## config.mk

```make
export PLATFORM = sky130hd
export DESIGN_NAME = ram_word_loader
export DESIGN_NICKNAME = d
export VERILOG_FILES = /design/src/rtl/hack_pkg.sv /design/src/rtl/byte_pair_assembler.sv /design/src/rtl/ram_word_loader.sv
export SDC_FILE = /design/constraint.sdc
export NUM_CORES = 1
export LEC_CHECK = 0
export ABC_AREA = 1
export CELL_PAD_IN_SITES_DETAIL_PLACEMENT = 1
export CELL_PAD_IN_SITES_GLOBAL_PLACEMENT = 1
export CORE_MARGIN = 4
export CORE_UTILIZATION = 44
export DETAILED_ROUTE_END_ITERATION = 10
export PLACE_DENSITY = 0.89
export SLEW_MARGIN = 5
export SYNTH_ARGS = -nofsm -noshare
export SYNTH_HDL_FRONTEND = slang
export SYNTH_SLANG_ARGS = --single-unit
```

## constraint.sdc

```tcl
create_clock -name clock -period 2.28 [get_ports clock]
set_input_delay 0.456 -clock clock [delete_from_list [all_inputs] [get_ports clock]]
set_output_delay 0.456 -clock clock [all_outputs]
set_load 0.03 [all_outputs]
```

## src/rtl/hack_pkg.sv

```systemverilog
// Shared definitions for the Hack machine blocks: word/address widths and the
// state encoding of the RAM word loader.
package hack_pkg;

    localparam int WORD_WIDTH        = 16;
    localparam int RAM_ADDRESS_WIDTH = 15;

    typedef enum logic [2:0] {
        LD_IDLE     = 3'd0,
        LD_COUNT_HI = 3'd1,
        LD_COUNT_LO = 3'd2,
        LD_DATA_HI  = 3'd3,
        LD_DATA_LO  = 3'd4,
        LD_WRITE    = 3'd5,
        LD_DONE     = 3'd6,
        LD_ERROR    = 3'd7
    } loader_state_e;

endpackage

```

## src/rtl/byte_pair_assembler.sv

```systemverilog
// Builds a big-endian 16-bit word from a high byte and a following low byte and
// flags the completed word for exactly one cycle.
module byte_pair_assembler
    import hack_pkg::*;
(
    input  logic                  clk_i,
    input  logic                  rst_ni,
    input  logic [7:0]            byte_i,
    input  logic                  capture_hi_i,
    input  logic                  capture_lo_i,
    output logic [WORD_WIDTH-1:0] word_o,
    output logic                  word_valid_o
);

    logic [7:0]            hi_q;
    logic [WORD_WIDTH-1:0] word_q;
    logic                  valid_q;

    // word_q only changes on a completed pair, so it holds between writes
    always_ff @(posedge clk_i or negedge rst_ni) begin
        if (!rst_ni) begin
            hi_q    <= 8'h00;
            word_q  <= '0;
            valid_q <= 1'b0;
        end else begin
            valid_q <= capture_lo_i;
            if (capture_hi_i) begin
                hi_q <= byte_i;
            end
            if (capture_lo_i) begin
                word_q <= {hi_q, byte_i};
            end
        end
    end

    assign word_o       = word_q;
    assign word_valid_o = valid_q;

endmodule

```

## src/rtl/ram_word_loader.sv

```systemverilog
// Loads a counted stream of big-endian words into consecutive RAM addresses,
// starting at BASE_ADDRESS; the header is a 16-bit word count.
module ram_word_loader
    import hack_pkg::*;
#(
    parameter int ADDRESS_WIDTH = RAM_ADDRESS_WIDTH,
    parameter int BASE_ADDRESS  = 0
) (
    input  logic                     clock,
    input  logic                     reset_n,
    input  logic                     start,
    input  logic [7:0]               in_byte,
    input  logic                     in_valid,
    output logic                     in_ready,
    output logic [WORD_WIDTH-1:0]    ram_in,
    output logic                     ram_load,
    output logic [ADDRESS_WIDTH-1:0] ram_address,
    output logic                     busy,
    output logic                     done,
    output logic                     error,
    output logic [15:0]              words_written
);

    localparam logic [ADDRESS_WIDTH-1:0] BASE_PTR = ADDRESS_WIDTH'(BASE_ADDRESS);
    // Words that fit between BASE_ADDRESS and the top of the RAM
    localparam logic [31:0] CAPACITY = 32'((64'd1 << ADDRESS_WIDTH) - 64'(BASE_ADDRESS));

    loader_state_e            state_q;
    logic                     in_ready_q;
    logic                     busy_q;
    logic                     done_q;
    logic                     error_q;
    logic [15:0]              words_q;
    logic [15:0]              remaining_q;
    logic [7:0]               count_hi_q;
    logic [ADDRESS_WIDTH-1:0] ptr_q;
    logic [ADDRESS_WIDTH-1:0] ram_address_q;

    logic        accept;
    logic [15:0] hdr_count;

    assign accept    = in_valid && in_ready_q;
    assign hdr_count = {count_hi_q, in_byte};

    byte_pair_assembler u_assembler (
        .clk_i       (clock),
        .rst_ni      (reset_n),
        .byte_i      (in_byte),
        .capture_hi_i(accept && (state_q == LD_DATA_HI)),
        .capture_lo_i(accept && (state_q == LD_DATA_LO)),
        .word_o      (ram_in),
        .word_valid_o(ram_load)
    );

    always_ff @(posedge clock or negedge reset_n) begin
        if (!reset_n) begin
            state_q       <= LD_IDLE;
            in_ready_q    <= 1'b0;
            busy_q        <= 1'b0;
            done_q        <= 1'b0;
            error_q       <= 1'b0;
            words_q       <= 16'd0;
            remaining_q   <= 16'd0;
            count_hi_q    <= 8'h00;
            ptr_q         <= BASE_PTR;
            ram_address_q <= BASE_PTR;
        end else begin
            case (state_q)
                LD_IDLE, LD_DONE, LD_ERROR: begin
                    if (start) begin
                        state_q    <= LD_COUNT_HI;
                        in_ready_q <= 1'b1;
                        busy_q     <= 1'b1;
                        done_q     <= 1'b0;
                        error_q    <= 1'b0;
                        words_q    <= 16'd0;
                        ptr_q      <= BASE_PTR;
                    end
                end
                LD_COUNT_HI: begin
                    if (accept) begin
                        count_hi_q <= in_byte;
                        state_q    <= LD_COUNT_LO;
                    end
                end
                LD_COUNT_LO: begin
                    if (accept) begin
                        if (hdr_count == 16'd0) begin
                            state_q    <= LD_DONE;
                            in_ready_q <= 1'b0;
                            busy_q     <= 1'b0;
                            done_q     <= 1'b1;
                        end else if ({16'd0, hdr_count} > CAPACITY) begin
                            state_q    <= LD_ERROR;
                            in_ready_q <= 1'b0;
                            busy_q     <= 1'b0;
                            error_q    <= 1'b1;
                        end else begin
                            state_q     <= LD_DATA_HI;
                            remaining_q <= hdr_count;
                        end
                    end
                end
                LD_DATA_HI: begin
                    if (accept) begin
                        state_q <= LD_DATA_LO;
                    end
                end
                LD_DATA_LO: begin
                    if (accept) begin
                        state_q       <= LD_WRITE;
                        in_ready_q    <= 1'b0;
                        ram_address_q <= ptr_q;
                    end
                end
                LD_WRITE: begin
                    ptr_q       <= ptr_q + 1'b1;
                    words_q     <= words_q + 16'd1;
                    remaining_q <= remaining_q - 16'd1;
                    if (remaining_q == 16'd1) begin
                        state_q <= LD_DONE;
                        busy_q  <= 1'b0;
                        done_q  <= 1'b1;
                    end else begin
                        state_q    <= LD_DATA_HI;
                        in_ready_q <= 1'b1;
                    end
                end
                default: begin
                    state_q    <= LD_IDLE;
                    in_ready_q <= 1'b0;
                    busy_q     <= 1'b0;
                end
            endcase
        end
    end

    assign in_ready      = in_ready_q;
    assign ram_address   = ram_address_q;
    assign busy          = busy_q;
    assign done          = done_q;
    assign error         = error_q;
    assign words_written = words_q;

endmodule
```

==> impl_metrics.json, run 1 <==
{
  "clk_pin_slew_ns": 0.07,
  "drc": 0,
  "worstSetupStartpointType": "input port",
  "grt_pass1_wl_um": 25600,
  "area_delta_synth_final_pct": 21.9,
  "outcome": "finished, final reports clean",
  "fin_crit_ns": 2.08,
  "synthDistinctLibCells": 29,
  "die_area_um2": 13500,
  "rsz0062_at_grt": "no",
  "drive_above_1_share": 0.0532,
  "crit_required_ns": 2.52,
  "power-per-cell-area_nw_per_um2": 560,
  "cts_htree_levels": 3,
  "p_leak_nw": 3.35,
  "fill_cells": 1443,
  "routed_via_density": 5.30,
  "arrival_ns": 2.32,
  "criticalPathCategory": "in2reg",
  "post-dp-hpwl_um": 10900,
  "synth.yosys.seq_area_share": 0.494,
  "slew_headroom": 0.515,
  "fin_util": 0.549,
  "final_common_cell": "nand2_1",
  "grt_max_degree": 65,
  "fin_crit_sh": 0.913,
  "diodes": 0,
  "fin_area_um2": 6300,
  "cp_slowest_cell": "clkdlybuf4s50_1",
  "wirelength_um": 15300,
  "cp_cell_sequence": "clkdlybuf4s50_1 -> nor2_1 -> nand3_1 -> nor2_1 -> nand2_1 -> nand3_1 -> nand3_4 -> nand2_1 -> nand2_1",
  "start_util": 0.450,
  "grt_pass1_vias": 5219,
  "report.final.slew_viol_count": 0,
  "hp-class": "in2async",
  "post_cts_buffers": 0,
  "vias": 4846,
  "clock_tree.buffer_depth": 2,
  "ys_warn_count": 0,
  "first_pass_iters": 4,
  "nNetsFinal": 782,
  "numPortBuffers": 63,
  "critPathCaptureType": "register",
  "worst_slew_pin_slew_ns": 0.726,
  "skew_ns": 0.00658,
  "io_pins": 64,
  "grt-ovfl-total": 0,
  "clkLatencyLatePin_ns": 0.35,
  "die-width_um": 116,
  "core_um2": 11500,
  "avgSynthCellArea_um2": 7.37,
  "grt_usage": 0.241,
  "drt-initial-drc-count": 288,
  "antenna_found_initial": 0,
  "synth_area_um2": 5160,
  "cts_tree": "done",
  "wl_per_cell_um": 16.7,
  "final_cell_mix": "nand2_1, dfrtp_1, o21ai_0",
  "path_common_cell": "nand2_1",
  "cts_made_buffers": 9,
  "clock_sinks": 102,
  "placed_area_um2": 5970,
  "setup_viol": 0,
  "power_mw": 3.53,
  "root_buffer": "clkbuf_16",
  "cp_max_fo": 16,
  "synthCells": 701,
  "row_count": 39,
  "yosys_register_bits": 102,
  "ant_nets": 0,
  "synth_fp_nets": 717,
  "place_congestion": 0.919,
  "hold_viol": 0,
  "cap_violations": 0,
  "peakVddDrop_mv": 0.423,
  "crit_path_max_incr_delay_ns": 0.44,
  "max_freq_mhz": 480,
  "die_h_um": 116
}
[routing by layer]
| metal | global-route usage | wire length, um | vias up |
|---|---|---|---|
| met3 | 0.0332 | 420 | 20 |
| met4 | 0.0851 | 306 | 0 |
| li1 | - | - | 2342 |
| met5 | 0 | 0 | - |
| met1 | 0.294 | 6560 | 2410 |
| met2 | 0.434 | 8010 | 74 |
[area by class of cell]
cell class,instances,area (um^2),area share
multi-input combinational,510,2260,0.359
timing repair buffer,73,728,0.116
inverter,70,263,0.0417
clock buffer,11,253,0.0401
clock inverter,5,63.8,0.0101
sequential,102,2550,0.405
tap,143,179,0.0284
[power breakdown]
| group | total, mW | switching, mW | leakage [nW] | internal, mW |
|---|---|---|---|---|
| clock | 1.63 | 0.709 | 0.158 | 0.923 |
| sequential | 1.81 | 0 | 1.27 | 1.81 |
| combinational | 0.0885 | 0.0609 | 1.92 | 0.0275 |
| total | 3.53 | 0.770 | 3.35 | 2.76 |
[kinds of logic (layout without fill, tap and decap cells)]
kind of cell	count (synthesis)	after routing	synth area share
and+or+nand+nor	407	407	0.322
DFF	102	102	0.494
buffers and inverters	89	159	0.0698
xor gates and xnor gates	5	5	0.00848
adders and majority gates	4	4	0.00969
AOI/OAI and AO/OA	94	94	0.0957
[state kept, by name, indices dropped and copies added (netlist names)]
register and cells:
busy 1, count_hi_q 8, done 1, error 1, in_ready 1, ptr_q 15
ram_address 15, remaining_q 16, state_q 3, u_assembler.hi_q 8, u_assembler.word_o 16, u_assembler.word_valid_o 1
words_written 16
[what timing repair did]
action | in CTS | in global routing
resized for setup | 0 | 1
hold buffers | 0 | 0
setup endpoints to repair | 0 | 16
[final timing paths]
path	startpoint	endpoint	slack [ns]	cells after the start
max reg2reg	state_q[1]$_DFFE_PN0P_	ptr_q[13]$_DFFE_PN0P_	0.33	7
max in group asynchronous	reset_n	ram_address[14]$_DFFE_PN0P_	1.59	2
max	in_byte[6]	remaining_q[8]$_DFFE_PN0P_	0.20	9
min	reset_n	remaining_q[2]$_DFFE_PN0P_	0.02	1
min in group clock	busy$_DFFE_PN0P_	busy$_DFFE_PN0P_	0.48	2
min reg2reg	busy$_DFFE_PN0P_	busy$_DFFE_PN0P_	0.48	2
[cell usage after synthesis]
master / number / area [um^2]
nor2_4: 3 / 33.8
nand2_1: 282 / 1060
o21ai_0: 73 / 365
nand3b_1: 1 / 7.51
nand2_2: 4 / 25.0
nand3_1: 51 / 255
inv_2: 4 / 15.0
o31ai_1: 2 / 15.0
buf_2: 6 / 30.0
clkbuf_1: 8 / 30.0
nor3_1: 4 / 20.0
nor2_1: 53 / 199
xnor2_1: 1 / 8.76
o21bai_1: 3 / 22.5
buf_1: 1 / 3.75
buf_6: 1 / 11.3
o22ai_1: 3 / 18.8
o21ai_1: 3 / 15.0
buf_4: 3 / 22.5
ha_1: 4 / 50.1
a22o_1: 2 / 17.5
inv_1: 66 / 248
xor2_1: 4 / 35.0
dfrtp_1: 102 / 2550
or2_2: 1 / 6.26
a21oi_1: 8 / 40.0
nand2_4: 1 / 11.3
nand3_2: 1 / 10.0
nand4_1: 6 / 37.5
[metrics by stage]
| step | TNS (ns) | hold slack [ns] | cells | setup slack (ns) |
|---|---|---|---|---|
| floorplan | 0 | 0.160 | 701 | 0.689 |
| global placement | -1.20 | 0.399 | 898 | -0.0929 |
| detailed placement | -4.04 | 0.402 | 898 | -0.276 |
| CTS | 0 | 0.0230 | 914 | 0.0573 |
| global route | 0 | 0.0388 | 914 | 0.0572 |
| finish | 0 | 0.0179 | 914 | 0.197 |
[critical path, delay by kind of cell]
family        cells  cell delay [ns]
buf+inv           1             0.44
simple gates      8             1.40
(Power assumes the default switching activity.)
==> run 2: changes to the inputs <==
--- a/config.mk
+++ b/config.mk
@@ -8,7 +8,6 @@
 export ABC_AREA = 1
 export CELL_PAD_IN_SITES_DETAIL_PLACEMENT = 1
 export CELL_PAD_IN_SITES_GLOBAL_PLACEMENT = 1
-export CORE_MARGIN = 4
 export CORE_UTILIZATION = 44
 export DETAILED_ROUTE_END_ITERATION = 10
 export PLACE_DENSITY = 0.89
==> impl_metrics.json, run 2 (synthesis results as in run 1) <==
{
  "cts_htree_levels": 3,
  "crit_family": "buffers and inverters",
  "placedCellCount": 897,
  "routed_via_density": 5.42,
  "worst_slew_pin_slew_ns": 0.687,
  "diodes": 0,
  "cts_resized": 0,
  "criticalPathCategory": "reg2out",
  "hold_viol": 0,
  "area_delta_synth_final_pct": 20.5,
  "drt-initial-drc-count": 216,
  "grt_max_degree": 43,
  "setup_viol": 0,
  "core_um2": 11400,
  "cp_max_fo": 6,
  "clock_tree.buffer_depth": 2,
  "crit_path_max_incr_delay_ns": 0.73,
  "rsz0062_at_grt": "no",
  "slew_headroom": 0.541,
  "clk_pin_slew_ns": 0.07,
  "die-width_um": 110,
  "cts_made_buffers": 9,
  "r2r_end": "remaining_q[6]$_DFFE_PN0P_",
  "power-per-cell-area_nw_per_um2": 537,
  "p_leak_nw": 3.30,
  "first_pass_iters": 5,
  "cp_slowest_cell": "clkdlybuf4s50_1",
  "antenna_found_initial": 0,
  "path_buf_inv": 1,
  "post_cts_buffers": 0,
  "arrival_ns": 1.54,
  "critPathCaptureType": "output port",
  "place_congestion": 0.895,
  "start_util": 0.452,
  "row_count": 39,
  "outcome": "finished, final reports clean",
  "fin_util": 0.545,
  "nNetsFinal": 781,
  "peakVddDrop_mv": 0.295,
  "final_common_cell": "nand2_1",
  "post-dp-hpwl_um": 10700,
  "ant_nets": 0,
  "report.final.slew_viol_count": 0,
  "cp_cell_sequence": "clkdlybuf4s50_1",
  "root_buffer": "clkbuf_16",
  "drive_above_1_share": 0.0481,
  "finalNonFillerCells": 913,
  "skew_ns": 0.0128,
  "max_freq_mhz": 501,
  "grt_usage": 0.272,
  "crit_required_ns": 1.82,
  "timing.hold.ws_ns": 0.0951,
  "numPortBuffers": 63,
  "grt-ovfl-total": 0,
  "worstSetupStartpointType": "register",
  "cts_tree": "done",
  "hp-class": "in2async",
  "wirelength_um": 15400,
  "rrSetupSlack_ns": 0.29,
  "reg2reg_from": "state_q[0]$_DFFE_PN0P_",
  "die_h_um": 110,
  "grt_pass1_vias": 5162,
  "cap_violations": 0,
  "fin_crit_ns": 1.99,
  "fill_cells": 1475,
  "grt_pass1_wl_um": 25200,
  "clkLatencyLatePin_ns": 0.35,
  "final_cell_mix": "nand2_1, dfrtp_1, o21ai_0",
  "die_area_um2": 12200,
  "vias": 4950,
  "ctsHoldBuffers": 0,
  "clock_sinks": 102,
  "wl_per_cell_um": 16.9,
  "drc": 0,
  "worstRegToRegCells": 10,
  "io_pins": 64,
  "fin_crit_sh": 0.875
}
[run 2: cell count changes in the layout (fill, tap and decap cells not counted)]
| cell | previous run | this run |
|---|---|---|
| clkbuf_1 | 0 | 3 |
| clkinvlp_4 | 0 | 3 |
| clkbuf_8 | 2 | 0 |
| buf_12 | 2 | 1 |
| bufinv_16 | 1 | 0 |
| clkinv_2 | 1 | 0 |
| clkinv_4 | 1 | 0 |
| inv_8 | 1 | 0 |
| nand3_2 | 0 | 1 |
| nand3_4 | 1 | 0 |
[run 2: how the worst max path moves through the flow]
stage                                       start                       endpoint  slack, ns  cells after the start
CTS                 words_written[12]$_DFFE_PN0P_              words_written[12]       0.27                      1
detailed placement                     in_byte[6]     remaining_q[6]$_DFFE_PN0P_      -0.03                     10
global route                           in_byte[6]    remaining_q[15]$_DFFE_PN0P_       0.09                     10
global placement                       in_byte[6]     remaining_q[0]$_DFFE_PN0P_       0.12                     10
finish              words_written[12]$_DFFE_PN0P_              words_written[12]       0.29                      1
floorplan            words_written[0]$_DFFE_PN0P_  words_written[12]$_DFFE_PN0P_       0.69                      8
[run 2: power breakdown]
group | internal (mW) | switching (mW) | leakage, nW
clock | 0.747 | 0.705 | 0.119
sequential | 1.81 | 0 | 1.27
combinational | 0.0263 | 0.0574 | 1.91
[run 2: cell type report]
| class | count | area [um^2] | area share |
|---|---|---|---|
| sequential | 102 | 2550 | 0.410 |
| multi-input combinational | 510 | 2250 | 0.362 |
| timing repair buffer | 72 | 708 | 0.114 |
| inverter | 70 | 263 | 0.0422 |
| clock buffer | 12 | 236 | 0.0380 |
| tap | 143 | 179 | 0.0288 |
| clock inverter | 4 | 31.3 | 0.00503 |
[run 2: routing by layer]
| layer | vias up | routed length (um) | track usage | share of wire |
|---|---|---|---|---|
| li1 | 2333 | - | - | - |
| met1 | 2461 | 6380 | 0.331 | 0.41 |
| met2 | 117 | 8000 | 0.477 | 0.52 |
| met3 | 39 | 547 | 0.0323 | 0.035 |
| met4 | 0 | 519 | 0.134 | 0.034 |
| met5 | - | 0 | 0 | 0 |
[run 2: metrics by stage]
stage / instance area (um^2) / setup slack, ns / total power, mW / TNS (ns)
5_1_grt: 6220 / 0.0932 / 3.45 / 0
3_5_place_dp: 5950 / -0.0328 / 1.93 / -0.0328
4_1_cts: 6220 / 0.271 / 3.37 / 0
3_3_place_gp: 5950 / 0.119 / 1.93 / 0
6_report: 6220 / 0.285 / 3.34 / 0
2_1_floorplan: 5160 / 0.689 / 1.86 / 0
==> run 3: changes to the inputs <==
--- a/config.mk
+++ b/config.mk
@@ -6,11 +6,12 @@
 export NUM_CORES = 1
 export LEC_CHECK = 0
 export ABC_AREA = 1
+export ABC_CLOCK_PERIOD_IN_PS = 2280
 export CELL_PAD_IN_SITES_DETAIL_PLACEMENT = 1
 export CELL_PAD_IN_SITES_GLOBAL_PLACEMENT = 1
 export CORE_UTILIZATION = 44
 export DETAILED_ROUTE_END_ITERATION = 10
-export PLACE_DENSITY = 0.89
+export PLACE_DENSITY_LB_ADDON = 0.1
 export SLEW_MARGIN = 5
 export SYNTH_ARGS = -nofsm -noshare
 export SYNTH_HDL_FRONTEND = slang
==> impl_metrics.json, run 3 (synthesis results as in run 1) <==
{
  "cts_made_buffers": 9,
  "die_h_um": 110,
  "grt_pass1_wl_um": 23900,
  "power-per-cell-area_nw_per_um2": 555,
  "rsz0062_at_grt": "no",
  "cts_htree_levels": 3,
  "cts_tree": "done",
  "grt_pass1_vias": 4932,
  "hp-class": "in2async",
  "post-dp-hpwl_um": 10400,
  "cp_slowest_cell": "clkdlybuf4s50_1",
  "peakVddDrop_mv": 0.570,
  "cts_resized": 0,
  "vias": 4814,
  "nNetsFinal": 784,
  "critPathCaptureType": "output port",
  "start_util": 0.452,
  "numPortBuffers": 63,
  "drc": 0,
  "clock_sinks": 102,
  "fin_crit_sh": 0.886,
  "post_cts_buffers": 0,
  "report.final.slew_viol_count": 0,
  "multi_input_area_um2": 2250,
  "core_um2": 11400,
  "crit_family": "buffers and inverters",
  "grt-ovfl-total": 0,
  "ant_nets": 0,
  "cp_max_fo": 7,
  "antenna_found_initial": 0,
  "seq_area_um2": 2550,
  "drive_above_1_share": 0.0543,
  "worst_slew_pin_slew_ns": 0.691,
  "clock_tree.buffer_depth": 2,
  "skew_ns": 0.0106,
  "diodes": 0,
  "crit_path_max_incr_delay_ns": 0.72,
  "area_delta_synth_final_pct": 22.4,
  "grt_usage": 0.257,
  "placedCellCount": 900,
  "criticalPathCategory": "reg2out",
  "root_buffer": "clkbuf_16",
  "slew_headroom": 0.539,
  "place_congestion": 0.877,
  "drt-initial-drc-count": 206,
  "fin_crit_ns": 2.02,
  "finalNonFillerCells": 916,
  "fin_setup_tns_ns": 0,
  "fill_cells": 1466,
  "cap_violations": 0,
  "row_count": 39,
  "setup_viol": 0,
  "io_pins": 64,
  "grt_max_degree": 50,
  "cp_cell_sequence": "clkdlybuf4s50_1",
  "hold_viol": 0,
  "routed_via_density": 5.26,
  "crit_required_ns": 1.82,
  "clk_pin_slew_ns": 0.08,
  "final_cell_mix": "nand2_1, dfrtp_1, o21ai_0",
  "max_freq_mhz": 495,
  "clkLatencyLatePin_ns": 0.36,
  "path_buf_inv": 1,
  "die_area_um2": 12200,
  "die-width_um": 110,
  "ctsHoldBuffers": 0,
  "wirelength_um": 14500,
  "p_leak_nw": 3.36,
  "wl_per_cell_um": 15.8,
  "worstSetupStartpointType": "register",
  "first_pass_iters": 4,
  "final_common_cell": "nand2_1",
  "outcome": "finished, final reports clean",
  "arrival_ns": 1.56
}
## run 3: cell types whose count changed in the layout (fill, tap and decap cells not counted)
cell / change
buf_12: +3
clkbuf_1: -2
clkbuf_8: +1
clkinvlp_4: -2
clkinv_4: +1
bufinv_16: +1
inv_6: +1
## run 3: worst paths after layout
path / start / to / slack [ns] / depth (start not counted)
worst min-delay path: reset_n / u_assembler.word_o[4]$_DFFE_PN0P_ / 0.07 / 1
worst max-delay path: words_written[9]$_DFFE_PN0P_ / words_written[9] / 0.26 / 1
worst max register to register: state_q[0]$_DFFE_PN0P_ / words_written[1]$_DFFE_PN0P_ / 0.34 / 5
worst min register to register: busy$_DFFE_PN0P_ / busy$_DFFE_PN0P_ / 0.48 / 2
min in group clock: busy$_DFFE_PN0P_ / busy$_DFFE_PN0P_ / 0.48 / 2
max in group asynchronous: reset_n / u_assembler.word_o[7]$_DFFE_PN0P_ / 1.56 / 2
## run 3: through the flow
| stage | total power [mW] | area (um^2) | setup WS, ns | hold WS, ns | utilization |
|---|---|---|---|---|---|
| 2_1_floorplan | 1.86 | 5160 | 0.689 | 0.160 | - |
| 3_3_place_gp | 1.93 | 6010 | 0.210 | 0.458 | 0.527 |
| 3_5_place_dp | 1.93 | 6010 | 0.146 | 0.466 | 0.527 |
| 4_1_cts | 3.54 | 6320 | 0.259 | 0.0923 | 0.554 |
| 5_1_grt | 3.62 | 6320 | 0.205 | 0.110 | 0.554 |
| 6_report | 3.51 | 6320 | 0.260 | 0.0653 | 0.554 |
## run 3: per-layer routing
metal / global-route usage / share of wire / vias to the layer above
met5: 0 / 0 / -
met4: 0.0865 / 0.016 / 0
met3: 0.0406 / 0.034 / 17
met2: 0.428 / 0.48 / 73
met1: 0.342 / 0.47 / 2382
li1: - / - / 2342
## run 3: cell type report
type                            count  area share
Multi-Input combinational cell    510       0.356
Timing Repair Buffer               75       0.122
Clock inverter                      5      0.0101
Tap cell                          143      0.0283
Inverter                           70      0.0416
Sequential cell                   102       0.404
Clock buffer                       11      0.0384
## run 3: report_power, final
group	switching [mW]	total (mW)	internal (mW)
sequential	0	1.81	1.81
combinational	0.0598	0.0872	0.0274
clock	0.720	1.61	0.893
